<file path="config.mk">
export PLATFORM = sky130hd
export DESIGN_NAME = nv_nvdla_cdma_wt_rd_sched
export DESIGN_NICKNAME = d
export VERILOG_FILES = /design/src/rtl/nv_nvdla_cdma_wt_sched_pkg.sv /design/src/rtl/nv_nvdla_cdma_wt_sched_arb2.sv /design/src/rtl/nv_nvdla_cdma_wt_rd_sched.sv
export SDC_FILE = /design/constraint.sdc
export NUM_CORES = 1
export LEC_CHECK = 0
export BUFFER_PORTS_ARGS = -buffer_cell sky130_fd_sc_hd__clkbuf_2
export CAP_MARGIN = 25
export CORE_MARGIN = 2
export CORE_UTILIZATION = 49
export CTS_CLUSTER_SIZE = 40
export DETAILED_ROUTE_END_ITERATION = 8
export PLACE_DENSITY_LB_ADDON = 0.25
export RECOVER_POWER = 25
export SETUP_SLACK_MARGIN = 0.05
export SYNTH_ARGS = -nofsm -noshare
export SYNTH_HDL_FRONTEND = slang
export SYNTH_SLANG_ARGS = --single-unit
</file>
<file path="constraint.sdc">
create_clock -name nvdla_core_clk -period 7.95 [get_ports nvdla_core_clk]
set_clock_uncertainty 0.05 [all_clocks]
set_input_delay 0 -clock nvdla_core_clk [delete_from_list [all_inputs] [get_ports nvdla_core_clk]]
set_output_delay 0 -clock nvdla_core_clk [all_outputs]
set_load 0.03 [all_outputs]
</file>
<file path="src/rtl/nv_nvdla_cdma_wt_sched_pkg.sv">
// Shared constants and helpers for the CDMA weight read-request scheduler.
package nv_nvdla_cdma_wt_sched_pkg;

    localparam logic SRC_WT  = 1'b0;
    localparam logic SRC_WMB = 1'b1;

    localparam int DEF_ADDR_WIDTH   = 64;
    localparam int DEF_SIZE_WIDTH   = 15;
    localparam int DEF_CREDIT_MAX   = 128;
    localparam int DEF_STARVE_LIMIT = 4;

    // Width able to hold every credit value from 0 to max_credits inclusive.
    function automatic int credit_width(input int max_credits);
        return $clog2(max_credits + 1);
    endfunction

endpackage

</file>
<file path="src/rtl/nv_nvdla_cdma_wt_sched_arb2.sv">
// Two-requester strict-priority picker: req0 wins unless swap hands priority to req1.
module nv_nvdla_cdma_wt_sched_arb2 (
    input  logic       req0,
    input  logic       req1,
    input  logic       swap,
    input  logic       busy,
    output logic [1:0] gnt
);

    always_comb begin
        gnt = 2'b00;
        if (!busy) begin
            if (req1 && (swap || !req0)) begin
                gnt = 2'b10;
            end else if (req0) begin
                gnt = 2'b01;
            end
        end
    end

endmodule

</file>
<file path="src/rtl/nv_nvdla_cdma_wt_rd_sched.sv">
// Shares the CDMA weight read-DMA request channel between the weight and WMB fetchers,
// gating grants on latency-FIFO credits and bounding WMB starvation.
module nv_nvdla_cdma_wt_rd_sched
    import nv_nvdla_cdma_wt_sched_pkg::*;
#(
    parameter int ADDR_WIDTH   = DEF_ADDR_WIDTH,
    parameter int SIZE_WIDTH   = DEF_SIZE_WIDTH,
    parameter int CREDIT_MAX   = DEF_CREDIT_MAX,
    parameter int STARVE_LIMIT = DEF_STARVE_LIMIT
) (
    input  logic                                nvdla_core_clk,
    input  logic                                nvdla_core_rstn,
    input  logic                                sched_en,
    input  logic                                wt_req_valid,
    output logic                                wt_req_ready,
    input  logic [ADDR_WIDTH-1:0]               wt_req_addr,
    input  logic [SIZE_WIDTH-1:0]               wt_req_size,
    input  logic                                wmb_req_valid,
    output logic                                wmb_req_ready,
    input  logic [ADDR_WIDTH-1:0]               wmb_req_addr,
    input  logic [SIZE_WIDTH-1:0]               wmb_req_size,
    output logic                                dma_rd_req_valid,
    input  logic                                dma_rd_req_ready,
    output logic [ADDR_WIDTH-1:0]               dma_rd_req_addr,
    output logic [SIZE_WIDTH-1:0]               dma_rd_req_size,
    output logic                                dma_rd_req_src,
    input  logic                                rsp_credit_ret,
    output logic [credit_width(CREDIT_MAX)-1:0] credit_cnt
);

    localparam int CW = credit_width(CREDIT_MAX);
    localparam int KW = SIZE_WIDTH + 1;
    localparam int MW = ((KW > CW) ? KW : CW) + 1;
    localparam int SW = $clog2(STARVE_LIMIT + 1);
    localparam logic [SW-1:0] STARVE_MAX = SW'(STARVE_LIMIT);

    logic                  out_full_reg,   out_full_next;
    logic [ADDR_WIDTH-1:0] addr_reg,       addr_next;
    logic [SIZE_WIDTH-1:0] size_reg,       size_next;
    logic                  src_reg,        src_next;
    logic [CW-1:0]         credit_cnt_reg, credit_cnt_next;
    logic [SW-1:0]         starve_cnt_reg, starve_cnt_next;

    logic [SIZE_WIDTH-1:0] req_size [2];
    logic [MW-1:0]         req_cost [2];
    logic [1:0]            req_fits;
    logic [1:0]            pick;
    logic [1:0]            grant_vec;
    logic                  load_ok;
    logic                  grant;
    logic [MW-1:0]         grant_cost;
    logic [MW-1:0]         credit_wide;

    assign req_size[0] = wt_req_size;
    assign req_size[1] = wmb_req_size;

    assign load_ok = !out_full_reg || dma_rd_req_ready;

    nv_nvdla_cdma_wt_sched_arb2 u_arb (
        .req0 (wt_req_valid),
        .req1 (wmb_req_valid),
        .swap (starve_cnt_reg == STARVE_MAX),
        .busy (!(sched_en && load_ok)),
        .gnt  (pick)
    );

    // Only the arbitration winner is credit-checked, so a blocked winner holds the line.
    generate
        for (genvar gi = 0; gi < 2; gi++) begin : g_req
            assign req_cost[gi]  = MW'(req_size[gi]) + MW'(1);
            assign req_fits[gi]  = (req_cost[gi] <= MW'(credit_cnt_reg));
            assign grant_vec[gi] = pick[gi] && req_fits[gi];
        end
    endgenerate

    assign grant         = |grant_vec;
    assign wt_req_ready  = grant_vec[0];
    assign wmb_req_ready = grant_vec[1];

    assign grant_cost  = grant_vec[1] ? req_cost[1] : (grant_vec[0] ? req_cost[0] : '0);
    assign credit_wide = MW'(credit_cnt_reg) - grant_cost + MW'(rsp_credit_ret);

    always_comb begin
        out_full_next   = out_full_reg;
        addr_next       = addr_reg;
        size_next       = size_reg;
        src_next        = src_reg;
        starve_cnt_next = starve_cnt_reg;
        credit_cnt_next = credit_wide[CW-1:0];
        if (grant) begin
            out_full_next = 1'b1;
            addr_next     = grant_vec[1] ? wmb_req_addr : wt_req_addr;
            size_next     = grant_vec[1] ? wmb_req_size : wt_req_size;
            src_next      = grant_vec[1] ? SRC_WMB : SRC_WT;
            if (grant_vec[1] || !wmb_req_valid) begin
                starve_cnt_next = '0;
            end else if (starve_cnt_reg != STARVE_MAX) begin
                starve_cnt_next = starve_cnt_reg + SW'(1);
            end
        end else if (out_full_reg && dma_rd_req_ready) begin
            out_full_next = 1'b0;
        end
    end

    always_ff @(posedge nvdla_core_clk) begin
        if (!nvdla_core_rstn) begin
            out_full_reg   <= 1'b0;
            addr_reg       <= '0;
            size_reg       <= '0;
            src_reg        <= SRC_WT;
            credit_cnt_reg <= CW'(CREDIT_MAX);
            starve_cnt_reg <= '0;
        end else begin
            out_full_reg   <= out_full_next;
            addr_reg       <= addr_next;
            size_reg       <= size_next;
            src_reg        <= src_next;
            credit_cnt_reg <= credit_cnt_next;
            starve_cnt_reg <= starve_cnt_next;
        end
    end

    assign dma_rd_req_valid = out_full_reg;
    assign dma_rd_req_addr  = addr_reg;
    assign dma_rd_req_size  = size_reg;
    assign dma_rd_req_src   = src_reg;
    assign credit_cnt       = credit_cnt_reg;

    // Returning more atoms than were ever reserved means the latency FIFO is out of sync.
    a_credit_overflow : assert property (@(posedge nvdla_core_clk) disable iff (!nvdla_core_rstn)
        credit_wide <= MW'(CREDIT_MAX));
    a_wt_size_legal : assert property (@(posedge nvdla_core_clk) disable iff (!nvdla_core_rstn)
        !(wt_req_valid && (req_cost[0] > MW'(CREDIT_MAX))));
    a_wmb_size_legal : assert property (@(posedge nvdla_core_clk) disable iff (!nvdla_core_rstn)
        !(wmb_req_valid && (req_cost[1] > MW'(CREDIT_MAX))));

endmodule
</file>
==> impl_metrics.csv <==
group,metric,value,unit
worst_setup_path,critPathMostFrequentCell,"ha_1",
drt,dr.first_iter.drc_count,370,
drt,avgViaCountPerCell,5.68,
layout,multi_input_area,2770,µm²
floorplanning,pin_count,256,
placed_design,place.gp.congestion,0.897,
logic_synthesis,synth_warnings,0,
worst_setup_path,cp_cell_sequence,"dlygate4sd3_1 > clkbuf_2 > ha_1 > nand3_1 > nor2_1 > xor2_1 > ha_1 > and4_1 > a21boi_0 > o31ai_1 > nand3_4 > inv_2 > a22oi_1 > ha_1 > ha_1 > a21o_1 > a211oi_1 > nor2_1 > o41a_1 > xnor2_1 > or2_2 > mux2_2",
placed_design,hpwlAfterDp,11.4,mm
logic_synthesis,yosysUniqueCellTypes,49,
drt,vias,6219,
logic_synthesis,avgSynthCellArea,8.51,µm²
hold_path,hold_end,"dma_rd_req_size[2]$_SDFFE_PN0P_",
layout,syn_to_final_growth,58.2,%
drt,routedWlPerCell,18.2,µm
hold_path,hold_path.class,"in2reg",
worst_setup_path,end_kind,"register",
worst_setup_path,startpoint,"wt_req_size[1]",
layout,regArea,1840,µm²
clocking,clk_path_buf_depth,2,
floorplanning,initial_core_util,0.503,
timing,fmax,179,MHz
layout,drive_gt1_frac,0.254,
layout,largest_reg_flops,64,
global_routing,grt_overflow,0,
timing,min_period,5.60,ns
timing,maxSlewHeadroom,0.315,
floorplanning,core_region_area,9730,µm²
logic_synthesis,async_reset_ff_frac,0,
worst_setup_path,path_max_fanout,30,
placed_design,port_buffers,255,
floorplanning,die_height,104,µm
hold_path,min_from,"wt_req_size[2]",
clocking,cts_sinks,92,
run,cap_violations,0,
global_routing,grt_pass1_vias,6546,
drt,antenna_left,0,
global_routing,grt_start_max_net_pins,81,
logic_synthesis,synth_ff_type,"dfxtp_1",
clocking,path_clk_slew,0.09,ns
power,powerDensity,151,nW/µm²
placed_design,post-place-ws,2.23,ns
drt,drtPass1Iterations,6,
logic_synthesis,synth_edf_count,0,
logic_synthesis,seq_area_frac_synth,0.376,
layout,fin_nets,1153,
clocking,clk_latency,0.35,ns
drt,wirelength,19.9,mm
clocking,ctsRootBufferMaster,"clkbuf_8",
worst_setup_path,reg2reg_slack,3.02,ns
worst_setup_path,critical-path-max-stage-delay,0.66,ns
logic_synthesis,synth_area,4890,µm²
worst_setup_path,worstSetupStartpointType,"primary input",
global_routing,grt_pass1_wl,31.7,mm
worst_setup_path,reg2reg_from,"credit_cnt[5]$_SDFF_PN0_",
global_routing,antenna_found_initial,2,
clocking,ctsHtreeMaxLevel,3,
power,ir_drop,0.000117,V
worst_setup_path,rr_endpoint,"credit_cnt[7]$_SDFF_PN1_",
power,leakagePower,3.06,nW
timing,finalSetupViolCount,0,
floorplanning,die-area,10800,µm²
worst_setup_path,cp.arrival,5.80,ns
worst_setup_path,cp.required,8.15,ns
timing,hold_viol,0,
floorplanning,fp-row-count,36,
clocking,cts_tree,"done",
drt,drc,0,
layout,fillers,658,
worst_setup_path,crit_slowest_cell,"o31ai_1",
timing,fin_crit_sh,0.704,
timing,worstMarginPinSlew,1.03,ns
timing,fin_ws,2.35,ns
timing,tns,0,ns
clocking,cts_made_buffers,9,
hold_path,hold_depth,3,
timing,slew_viol_final,0,
global_routing,grt_usage,0.363,
timing,rsz0062_at_grt,"false",
logic_synthesis,ys_ff_latch,92,
floorplanning,die_x,104,µm
worst_setup_path,criticalPathCategory,"in2reg",
logic_synthesis,synth_fp_nets,775,
run_status,status,"finished, final reports clean",
worst_setup_path,rr_worst_depth,17,
logic_synthesis,synthCells,575,
==> timing repair <==
item                      4_1_cts  5_1_grt
setup buffers                   0        0
hold buffers                  142        0
hold endpoints to repair       76        0
resized for setup               0        0
==> worst max-delay path, delay by kind of cell <==
kind            cells  cell delay [ns]
fa+ha+maj           4             1.15
xor+xnor            2             0.40
mux                 1             0.26
compound gates      6             1.69
simple gates        6             1.15
buf+inv             3             1.15
==> cells in the mapped netlist, drive strengths merged (4+ instances only) <==
cell,n,area share
and3,10,0.013
ha,34,0.087
a21o,4,0.0061
a22oi,78,0.12
clkbuf,15,0.012
nand2b,4,0.0051
nor2,19,0.015
nor4,6,0.0089
a21oi,84,0.086
nand2,94,0.073
o21ai,6,0.0061
nand4,13,0.018
inv,18,0.014
dfxtp,92,0.38
nor3,7,0.0072
buf,19,0.031
xor2,10,0.018
xnor2,14,0.025
nand3,12,0.015
==> area by class of cell <==
type                            count  share of cell area
Antenna cell                        3            0.000970
Clock inverter                      5             0.00776
Tap cell                          133              0.0215
Clock buffer                       11              0.0170
Timing Repair Buffer              401               0.348
Inverter                           19             0.00937
Sequential cell                    92               0.238
Multi-Input combinational cell    430               0.358
==> layer usage <==
| metal | global-route usage | up-vias | routed length, µm |
|---|---|---|---|
| li1 | - | 2844 | - |
| met1 | 0.392 | 2890 | 7200 |
| met2 | 0.638 | 373 | 9970 |
| met3 | 0.0821 | 112 | 1460 |
| met4 | 0.234 | 0 | 1250 |
| met5 | 0 | - | 0 |
==> layout by cell type (no fill, tap or decap), types with 16 or more instances in the layout <==
cell	instances
clkbuf_2	210
dlygate4sd3_1	142
nand2_1	93
dfxtp_1	92
a21oi_1	84
a22oi_1	78
clkbuf_1	47
ha_1	34
nor2_1	19
inv_1	16
==> how the worst max path moves through the flow <==
stage | to | cells past startpoint | slack (ns)
final | credit_cnt[7]$_SDFF_PN1_ | 22 | 2.35
after global routing | credit_cnt[7]$_SDFF_PN1_ | 22 | 1.98
after CTS | credit_cnt[7]$_SDFF_PN1_ | 23 | 2.21
after detailed placement | credit_cnt[7]$_SDFF_PN1_ | 22 | 2.23
after global placement | credit_cnt[7]$_SDFF_PN1_ | 22 | 2.39
after floorplan | credit_cnt[7]$_SDFF_PN1_ | 20 | 3.35
==> through the flow <==
stage	hold WS (ns)	utilization	cell area [µm²]	std cells	power, mW
after floorplan	0.114	-	4890	575	0.723
after global placement	0.240	0.632	6150	932	0.819
after detailed placement	0.250	0.632	6150	932	0.830
after CTS	0.00673	0.798	7760	1090	1.17
after global routing	0.0369	0.796	7740	1093	1.25
final	0.0335	0.796	7740	1094	1.17
==> power by group <==
| group | switching (mW) | internal, mW |
|---|---|---|
| clock | 0.168 | 0.147 |
| combinational | 0.198 | 0.173 |
| sequential | 0.0115 | 0.475 |
| total | 0.377 | 0.795 |
==> logic make-up after synthesis <==
kind of cell / after synthesis / synth area share
compound gates: 187 / 0.249
simple gates: 180 / 0.175
xor+xnor: 24 / 0.0430
mux: 4 / 0.00869
buf+inv: 53 / 0.0573
flops: 92 / 0.376
fa+ha+maj: 35 / 0.0910
(Power assumes the default switching activity.)
